==> config.mk <==
export PLATFORM = sky130hd
export DESIGN_NAME = key_event_detector
export DESIGN_NICKNAME = d
export VERILOG_FILES = /design/src/rtl/key_event_detector.sv
export SDC_FILE = /design/constraint.sdc
export NUM_CORES = 1
export LEC_CHECK = 0
export ABC_AREA = 1
export BUFFER_PORTS_ARGS = -buffer_cell sky130_fd_sc_hd__buf_2
export CORE_ASPECT_RATIO = 1.4
export CORE_MARGIN = 4
export CORE_UTILIZATION = 50
export CTS_CLUSTER_SIZE = 10
export DETAILED_ROUTE_END_ITERATION = 6
export GPL_TIMING_DRIVEN = 0
export PLACE_DENSITY = 0.73
export SETUP_SLACK_MARGIN = 0.5
export SLEW_MARGIN = 15
export SYNTH_ARGS = -nofsm -noshare
export SYNTH_HDL_FRONTEND = slang
export SYNTH_SLANG_ARGS = --single-unit
==> constraint.sdc <==
create_clock -name clk -period 2.05 [get_ports clk]
set_clock_uncertainty 0.2 [all_clocks]
set_input_delay 0.41 -clock clk [delete_from_list [all_inputs] [get_ports clk]]
set_output_delay 0.41 -clock clk [all_outputs]
set_load 0.05 [all_outputs]
==> src/rtl/key_event_detector.sv <==
// Multi-channel key event detector: per channel a synchroniser, a debounce filter,
// an edge detector (rise/fall/both) and an optional typematic auto-repeat.
module key_event_detector #(
    parameter int unsigned CHANNELS        = 4,
    parameter int unsigned SYNC_STAGES     = 2,
    parameter int unsigned DEBOUNCE_CYCLES = 16,
    parameter int unsigned REPEAT_DELAY    = 64,
    parameter int unsigned REPEAT_RATE     = 16
) (
    input  logic                clk,
    input  logic                rst,
    input  logic                en,
    input  logic [1:0]          mode,
    input  logic [CHANNELS-1:0] level,
    output logic [CHANNELS-1:0] tick,
    output logic [CHANNELS-1:0] debounced,
    output logic                any_tick
);

    localparam int unsigned DBW   = $clog2(DEBOUNCE_CYCLES) + 1;
    localparam int unsigned RPMAX = (REPEAT_DELAY > REPEAT_RATE) ? REPEAT_DELAY : REPEAT_RATE;
    localparam int unsigned RPW   = $clog2(RPMAX) + 1;

    localparam logic [1:0] MODE_RISE   = 2'b00;
    localparam logic [1:0] MODE_FALL   = 2'b01;
    localparam logic [1:0] MODE_BOTH   = 2'b10;
    localparam logic [1:0] MODE_REPEAT = 2'b11;

    typedef enum logic [1:0] {
        ST_IDLE   = 2'b00,
        ST_HELD   = 2'b01,
        ST_REPEAT = 2'b10
    } rep_state_t;

    for (genvar i = 0; i < int'(CHANNELS); i++) begin : g_ch
        logic [SYNC_STAGES-1:0] sync_q;
        logic                   sy;
        logic                   deb_q;
        logic                   deb_d;
        logic [DBW-1:0]         dcnt_q;
        logic [DBW-1:0]         dcnt_d;
        logic                   rise;
        logic                   fall;
        logic                   edge_tick;
        logic                   rep_tick;
        rep_state_t             state_q;
        rep_state_t             state_d;
        logic [RPW-1:0]         rcnt_q;
        logic [RPW-1:0]         rcnt_d;
        logic                   tick_q;
        logic                   tick_d;

        // Input synchroniser chain
        always_ff @(posedge clk or negedge rst) begin
            if (!rst) sync_q <= '0;
            else      sync_q <= {sync_q[SYNC_STAGES-2:0], level[i]};
        end

        assign sy = sync_q[SYNC_STAGES-1];

        // Debounce: accept a change only after DEBOUNCE_CYCLES consecutive differing samples
        always_comb begin
            deb_d  = deb_q;
            dcnt_d = '0;
            if (sy != deb_q) begin
                if (dcnt_q == DBW'(DEBOUNCE_CYCLES - 1)) deb_d = sy;
                else                                     dcnt_d = dcnt_q + DBW'(1);
            end
        end

        assign rise = deb_d & ~deb_q;
        assign fall = ~deb_d & deb_q;

        // Edge selection, repeat FSM next state and the registered tick
        always_comb begin
            state_d   = state_q;
            rcnt_d    = rcnt_q;
            rep_tick  = 1'b0;
            edge_tick = 1'b0;
            tick_d    = 1'b0;

            case (mode)
                MODE_RISE, MODE_REPEAT: edge_tick = rise;
                MODE_FALL:              edge_tick = fall;
                MODE_BOTH:              edge_tick = rise | fall;
                default:                edge_tick = 1'b0;
            endcase

            if (!en || (mode != MODE_REPEAT) || fall) begin
                state_d = ST_IDLE;
                rcnt_d  = '0;
            end else begin
                case (state_q)
                    ST_IDLE: begin
                        if (rise) begin
                            state_d = ST_HELD;
                            rcnt_d  = '0;
                        end
                    end
                    ST_HELD: begin
                        if (rcnt_q == RPW'(REPEAT_DELAY - 1)) begin
                            rep_tick = 1'b1;
                            state_d  = ST_REPEAT;
                            rcnt_d   = '0;
                        end else begin
                            rcnt_d = rcnt_q + RPW'(1);
                        end
                    end
                    ST_REPEAT: begin
                        if (rcnt_q == RPW'(REPEAT_RATE - 1)) begin
                            rep_tick = 1'b1;
                            rcnt_d   = '0;
                        end else begin
                            rcnt_d = rcnt_q + RPW'(1);
                        end
                    end
                    default: begin
                        state_d = ST_IDLE;
                        rcnt_d  = '0;
                    end
                endcase
            end

            tick_d = en & (edge_tick | rep_tick);
        end

        always_ff @(posedge clk or negedge rst) begin
            if (!rst) begin
                deb_q   <= 1'b0;
                dcnt_q  <= '0;
                state_q <= ST_IDLE;
                rcnt_q  <= '0;
                tick_q  <= 1'b0;
            end else begin
                deb_q   <= deb_d;
                dcnt_q  <= dcnt_d;
                state_q <= state_d;
                rcnt_q  <= rcnt_d;
                tick_q  <= tick_d;
            end
        end

        assign tick[i]      = tick_q;
        assign debounced[i] = deb_q;
    end

    assign any_tick = |tick;

endmodule

# Word level (Yosys, flattened, before mapping)
# Cells that the tools add are included.
# totals
reg_bits	72
latch_bits	0
ramBits	0
romBits	0
inputBits	9
output_inout_bits	9
wordCells	189
mem_count	0
# classes
addsub	8
multipliers	0
div	0
magnitude_cmp	0
eq_ne	40
n_shift	0
mux	72
bitwise	28
reduce_logical	17
# ops
cell	count
7-bit two-way mux	16
7-bit one-hot mux with 3 select lines	4
5-bit two-way mux	8
7-bit by 1-bit adder with 7-bit output (second input constant)	4
7-bit by 4-bit == test with 1-bit output (second input constant)	4
7-bit by 6-bit == test with 1-bit output (second input constant)	4
2-bit two-way mux	12
3-bit != test (second input constant)	8
2-bit one-hot mux with 3 select lines	4
5-bit by 1-bit adder with 5-bit output (second input constant)	4
5-bit by 4-bit == test with 1-bit output (second input constant)	4
1-bit two-way mux	20
1-bit AND	12
2-bit == test (second input constant)	6
1-bit one-hot mux with 3 select lines	4
3-bit AND reduction	4
2-bit by 1-bit == test with 1-bit output (second input constant)	5
2-bit zero test	5
2-bit != test (second input constant)	5
1-bit inverter	8
1-bit OR	8
1-bit one-hot mux with 2 select lines	4
1-bit logical OR	5
1-bit != test	4
3 further kinds	3

# Longest topological paths before layout
# Gate-level depths: netlist of the first run.
# logic_depth
depth_word	9
ltp_mapped	15

# Worst setup path after synthesis of the first run
# OpenSTA, ideal clock, no wires.
# synth_timing
kind	register to register
from	reg g_ch[2].dcnt_q[0]
to	reg g_ch[2].rcnt_q[5]
setup_ns	0.121
t_arrival_ns	1.871
required_ns	1.729
path_slack_ns	-0.142
path_stages_with_launch	13
n_path_buf	1
cell_sequence	dfrtp_1 > ha_1 > and3_1 > nand2_1 > nand2_1 > o21ai_0 > inv_1 > ha_1 > nor2_4 > nand3_2 > buf_6 > a21oi_1 > a21oi_1
# synth_via
elab_chain_cells	7
# synth_lines
element	line_no	rtl
start, declared	40	logic [DBW-1:0] dcnt_q;
start signal, assigned	136	dcnt_q <= dcnt_d;
5-bit by 4-bit == test with 1-bit output *	66	if (dcnt_q == DBW'(DEBOUNCE_CYCLES - 1)) deb_d = sy;
1-bit two-way mux *	66	
1-bit two-way mux *	65	if (sy != deb_q) begin
named net g_ch[2].deb_d	39	logic deb_d;
1-bit inverter	72	assign fall = ~deb_d & deb_q;
1-bit AND	72	
1-bit logical OR	89	if (!en || (mode != MODE_REPEAT) || fall) begin
3-bit != test (no line) / 7-bit two-way mux (equally long branches)	n/a	
end signal, assigned	138	rcnt_q <= rcnt_d;
end, declared	48	logic [RPW-1:0] rcnt_q;
# The timed path passes the listed nets; every way through them passes the cells marked *.
# A chain may end at the register's enable or synchronous reset.

# Worst setup path in the final report of the first run
# layout_timing
from	reg g_ch[1].dcnt_q[0]
to	reg g_ch[1].rcnt_q[3]
# layout_via
elab_chain_cells	7
# layout_lines
element	line_no
start, declared	40
start signal, assigned	136
5-bit by 4-bit == test with 1-bit output *	66
1-bit two-way mux *	66
1-bit two-way mux *	65
named net g_ch[1].deb_d	39
1-bit inverter	72
1-bit AND	72
1-bit logical OR	89
3-bit != test (no line) / 7-bit two-way mux (equally long branches)	n/a
end signal, assigned	138
end, declared	48
# Marked as above.

==> out/qor.txt, run 1 <==
Outcome: complete, but fails checks
Failing checks: negative setup slack
Routed vias: 3400
Most frequent cells in the layout: nand2_1, dfrtp_1, inv_1, nor2_1, buf_4
Relative slew slack: 0.724
Leakage Power: 2.69 nW
Mapped Cells: 494
FF+latch count, synth: 72
Number of flops mapped to enable cells by yosys: 0
CTS Buffer Depth: 2
Largest family of logic cells by synthesized area: simple AND/OR/NAND/NOR gates
Hold endpoint: g_ch[0].sync_q[1]
WHS Path Cells: 0
GRT overflow: 0
Final Hold Violating Endpoints: 0
CTS sink count: 72
CTS root buffer: clkbuf_16
Number of cell rows: 39
CTS Buf Count: 9
Post-synthesis compound-gate area fraction: 0.0877
RSZ-0062 raised after global routing: true
1st-pass router iterations: 4
VDD IR-drop max: 654 uV
Synth async-reset ratio: 1.00
# diodes: 0
R2R setup slack: -0.12 ns
Synth Area in XOR/XNOR: 0.0187
Post-layout util: 0.708
Syn Area/Cell: 8.55 um^2
I/O Pins: 18
Post-synthesis net count: 539
Worst-path clk slew: 0.06 ns
Starting Density: 0.515
Post-DP HPWL: 5670 um
Adder-Cell Fraction of Synth Area: 0.107
Mux contribution to synthesized area: 0.00237
Htree depth: 3
IO Port Bufs: 17
CP required: 2.08 ns
Reg2Reg Depth: 14
Crit path time final: 2.17 ns
Final nets: 616
Startpoint types: flop
DIE AREA: 10000 um^2
Crit Path Max Fanout: 7
Worst hold slack: 0.146 ns
DIE WIDTH: 85.7 um
Main synth FF type: dfrtp_1
Worst Tran Pin Value: 0.414 ns
Vias in the first global route: 3490
Seq/Total Area, Yosys: 0.427
Commonest non-fill, non-tap cell in the layout: nand2_1
Period utilization: 1.06
Synthesized cell area: 4220 um^2
Worst skew pair latency: 0.34 ns
Initial DRC count: 130
Synth Area in Simple Gates: 0.271
Final std cell area, no fill: 5800 um^2
Die height: 117 um
GPL Wtd Cong: 0.808
First-pass GRT wire length: 15100 um
Post-synth cell types: 39
TritonCTS clock tree: built
DP Area: 4650 um^2
DP Cell Count: 614
Max Slew Vio Count: 0
Worst min-delay path startpoint: g_ch[0].sync_q[0]
Max Cap Viol: 0
Worst setup EP type: flop
Routed length per placed instance: 12.9 um
Core ar.: 8200 um^2
Detailed Route WL: 8770 um
Synth Warn #: 0
PD cells: 632 nW/um^2
Detail Route Antenna Nets: 0
GRT Total Usage: 0.191
DRC violations left: 0
Vias per inst: 5.01
Fmax: 460 MHz
Non-Filler Instances: 678
HP Class: reg2reg
Setup violations, final: 32
Initial antenna violation count: 0
Worst Path Arrival: 2.20 ns
Setup CP Type: reg2reg
Largest net degree at the start of global routing: 43
R2r endpoint: g_ch[1].rcnt_q[3]
Area delta synth->final: 37.5%
Start of the worst register-to-register path: g_ch[1].dcnt_q[0]
Share of layout cells above drive strength 1: 0.384
Setup WS post-layout: -0.123 ns
state kept, by name, indices dropped and copies added (netlist names):
signal and count:
g_ch.deb_q 4, g_ch.state_q 8, g_ch.dcnt_q 20, g_ch.rcnt_q 28, g_ch.sync_q 8, g_ch.tick_q 4
through the flow:
| stage | power (mW) | TNS (ns) | setup WS [ns] |
|---|---|---|---|
| floorplan | 1.67 | 0 | 0.0247 |
| global route | 3.83 | -5.97 | -0.236 |
| finish | 3.67 | -1.61 | -0.123 |
| global placement | 1.74 | -7.65 | -0.111 |
| detailed placement | 1.75 | -3.34 | -0.143 |
| CTS | 3.68 | -1.94 | -0.121 |
power by group:
group | switching [mW] | internal (mW)
clock | 0.596 | 1.25
sequential | 0.0272 | 1.46
combinational | 0.194 | 0.142
total | 0.818 | 2.85
metal layers:
layer / GRT usage / vias to the layer above / wire [um]
met5: 0 / - / 0
met4: 0.0834 / 0 / 167
met3: 0.0473 / 11 / 213
met2: 0.352 / 43 / 4920
met1: 0.206 / 1617 / 3470
li1: - / 1729 / -
worst max path at each step:
stage,cells after the start,from,end
floorplan,15,g_ch[1].dcnt_q[0],g_ch[1].rcnt_q[3]
global placement,10,g_ch[2].dcnt_q[0],g_ch[2].tick_q
detailed placement,12,g_ch[0].dcnt_q[0],g_ch[0].rcnt_q[2]
CTS,14,g_ch[1].dcnt_q[0],g_ch[1].rcnt_q[3]
global route,14,g_ch[1].dcnt_q[0],g_ch[1].rcnt_q[3]
finish,14,g_ch[1].dcnt_q[0],g_ch[1].rcnt_q[3]
logic make-up after synthesis:
group,after synthesis
and+or+nand+nor,222
buffers and inverters,85
DFF,72
AOI/OAI and AO/OA,69
adders and majority gates,36
xor gates and xnor gates,9
muxes,1
worst max-delay path, cell delays in order, from the launching register on:
cell and delay (ns):
dfrtp_1 0.42, ha_4 0.17, and3_4 0.20, nand2_4 0.07
o21ai_4 0.16, inv_1 0.06, ha_2 0.17, inv_2 0.07
nand2_4 0.09, nor2_8 0.13, nand2_8 0.10, clkinv_8 0.08
nor2_4 0.03, nor2_4 0.07, nor2_2 0.04
synthesized netlist by cell type (2+ instances only):
cell type	n	area (um^2)
xor2_1	5	43.8
dfrtp_1	72	1800
inv_1	64	240
nor2_2	3	18.8
nand3_1	22	110
inv_2	9	33.8
nor3_1	8	40.0
o22ai_1	3	18.8
nor2_4	5	56.3
nand4_1	3	18.8
o21ai_1	11	55.1
nor2_8	3	60.1
nand2_2	10	62.6
and3_1	4	25.0
o21ai_2	4	35.0
nand2_1	105	394
or2_2	2	12.5
nand3_2	6	60.1
xnor2_1	4	35.0
ha_1	36	450
o21ai_0	19	95.1
buf_4	8	60.1
nor2_1	39	146
nand2_4	5	56.3
a21oi_1	30	150
cell type report:
type,count,area (um^2)
Clock inverter,5,103
Buffer,9,101
Sequential cell,72,1810
Inverter,76,325
Tap cell,102,128
Timing Repair Buffer,66,619
Fill cell,573,2390
Clock buffer,11,253
Multi-Input combinational cell,337,2470
repair_timing:
| action | in CTS | in global routing |
|---|---|---|
| endpoints found under the setup margin | 49 | 49 |
| resized for setup | 75 | 49 |
| hold endpoints to repair | 34 | 0 |
| buffers inserted | 26 | 16 |
| hold buffers | 5 | 0 |
| gates cloned | 1 | 0 |
| pin swaps | 31 | 25 |
Power figures use the tool's default switching activity.
==> run 2, diff against run 1 <==
- CAP_MARGIN: default -> 15
- PLACE_DENSITY: 0.73 -> 0.71
- RECOVER_POWER: default -> 25
- clock period: 2.05 -> 2.55 ns (I/O delays scaled with it)
==> out/qor.txt, run 2 (synthesis gave the netlist of run 1 again) <==
Crit Path Max Fanout: 3
Biggest register: g_ch.rcnt_q
Setup CP Type: reg2reg
Vias in the first global route: 3410
Vias per inst: 5.06
DP Cell Count: 614
Starting Density: 0.515
HP Class: in2reg
Relative slew slack: 0.772
Detail Route Antenna Nets: 0
Worst Path Arrival: 2.27 ns
DIE AREA: 10000 um^2
Non-Filler Instances: 666
Htree depth: 3
Initial antenna violation count: 0
Initial DRC count: 83
PD cells: 491 nW/um^2
Startpoint types: flop
Detailed Route WL: 8570 um
Post-DP HPWL: 5670 um
Setup WS post-layout: 0.341 ns
CTS root buffer: clkbuf_16
Max Slew Vio Count: 0
Filler cell count: 635
Outcome: complete, no violations
Max FFs per register: 28
Multi-input gate area: 2440 um^2
Largest net degree at the start of global routing: 50
DP Area: 4530 um^2
I/O Pins: 18
# diodes: 0
CP required: 2.61 ns
Commonest non-fill, non-tap cell in the layout: nand2_1
Setup violations, final: 0
Crit path time final: 2.21 ns
Routed length per placed instance: 12.9 um
Worst hold slack: 0.0852 ns
Area delta synth->final: 30.1%
TritonCTS clock tree: built
Routed vias: 3373
GRT overflow: 0
Most frequent cells in the layout: nand2_1, dfrtp_1, inv_1, nor2_1, buf_4
Register area: 1800 um^2
CTS Buf Count: 9
Period utilization: 0.866
Fmax: 453 MHz
Share of layout cells above drive strength 1: 0.353
1st-pass router iterations: 4
Worst setup EP type: flop
Overall Power: 2.69 mW
DIE WIDTH: 85.7 um
Max Cap Viol: 0
Final Hold Violating Endpoints: 0
First-pass GRT wire length: 14600 um
Core ar.: 8200 um^2
Post-layout util: 0.670
Worst skew pair latency: 0.33 ns
RSZ-0062 raised after global routing: true
DRC violations left: 0
Number of cell rows: 39
Fin Setup TNS: 0 ns
Worst-path clk slew: 0.05 ns
GRT Total Usage: 0.183
Final std cell area, no fill: 5490 um^2
Die height: 117 um
IO Port Bufs: 17
VDD IR-drop max: 438 uV
Final nets: 604
Leakage Power: 2.55 nW
GPL Wtd Cong: 0.823
Worst Tran Pin Value: 0.343 ns
CTS sink count: 72
Setup WS pre-CTS: 0.300 ns
CTS Buffer Depth: 2
Largest registers: g_ch.rcnt_q (28), g_ch.dcnt_q (20)
## run 2: cell types whose count changed in the layout (fill, tap and decap cells not counted), moves of 6 or more
cell | previous run | this run
nand2_1 | 82 | 89
buf_8 | 9 | 1
nand2_4 | 19 | 13
buf_2 | 7 | 15
buf_6 | 20 | 8
## run 2: report_power, final
group / switching (mW) / internal (mW) / leakage, nW
sequential: 0.0194 / 1.17 / 0.974
combinational: 0.152 / 0.103 / 1.43
clock: 0.469 / 0.782 / 0.145
total: 0.640 / 2.06 / 2.55
## run 2: area by class of cell
| cell class | count | area share |
|---|---|---|
| repair buffers | 53 | 0.0781 |
| plain buffers | 9 | 0.0130 |
| inverters | 76 | 0.0588 |
| well taps | 102 | 0.0232 |
| multi-input cells | 338 | 0.444 |
| clock buffers | 11 | 0.0442 |
| clock inverters | 5 | 0.0103 |
| flip-flops and latches | 72 | 0.328 |
## run 2: worst paths after layout
check | from | to | slack (ns) | cells after the start
max | g_ch[3].dcnt_q[0] | g_ch[3].rcnt_q[5] | 0.34 | 14
min | level[2] | g_ch[2].sync_q[0] | 0.09 | 1
max reg2reg | g_ch[3].dcnt_q[0] | g_ch[3].rcnt_q[5] | 0.34 | 14
min reg2reg | g_ch[3].sync_q[0] | g_ch[3].sync_q[1] | 0.15 | 0
max in group asynchronous | rst | g_ch[0].rcnt_q[1] | 1.18 | 3
min in group asynchronous | rst | g_ch[1].rcnt_q[0] | 0.42 | 2
## run 2: layer usage
metal,share of wire,vias to the layer above,global-route usage
met5,0,-,0
met4,0.027,0,0.0961
met3,0.024,18,0.0374
met2,0.56,37,0.344
met1,0.39,1619,0.190
li1,-,1699,-
## run 2: worst max-delay path, cell delays in order, from the launching register on
cell	delay, ns
dfrtp_1	0.38
ha_2	0.19
and3_4	0.17
nand2_1	0.19
nand2_4	0.07
o21ai_4	0.08
inv_2	0.06
ha_4	0.17
nor2_8	0.14
nand2_4	0.09
clkinv_4	0.06
nand2_2	0.04
inv_2	0.08
nand2_2	0.07
o21ai_2	0.11
## run 2: repair_timing
action,CTS,global route
resized for setup,46,58
buffers inserted,16,17
hold buffers,1,0
gates cloned,2,0
pin swaps,24,33
endpoints found under the setup margin,41,41
hold endpoints to repair,23,0
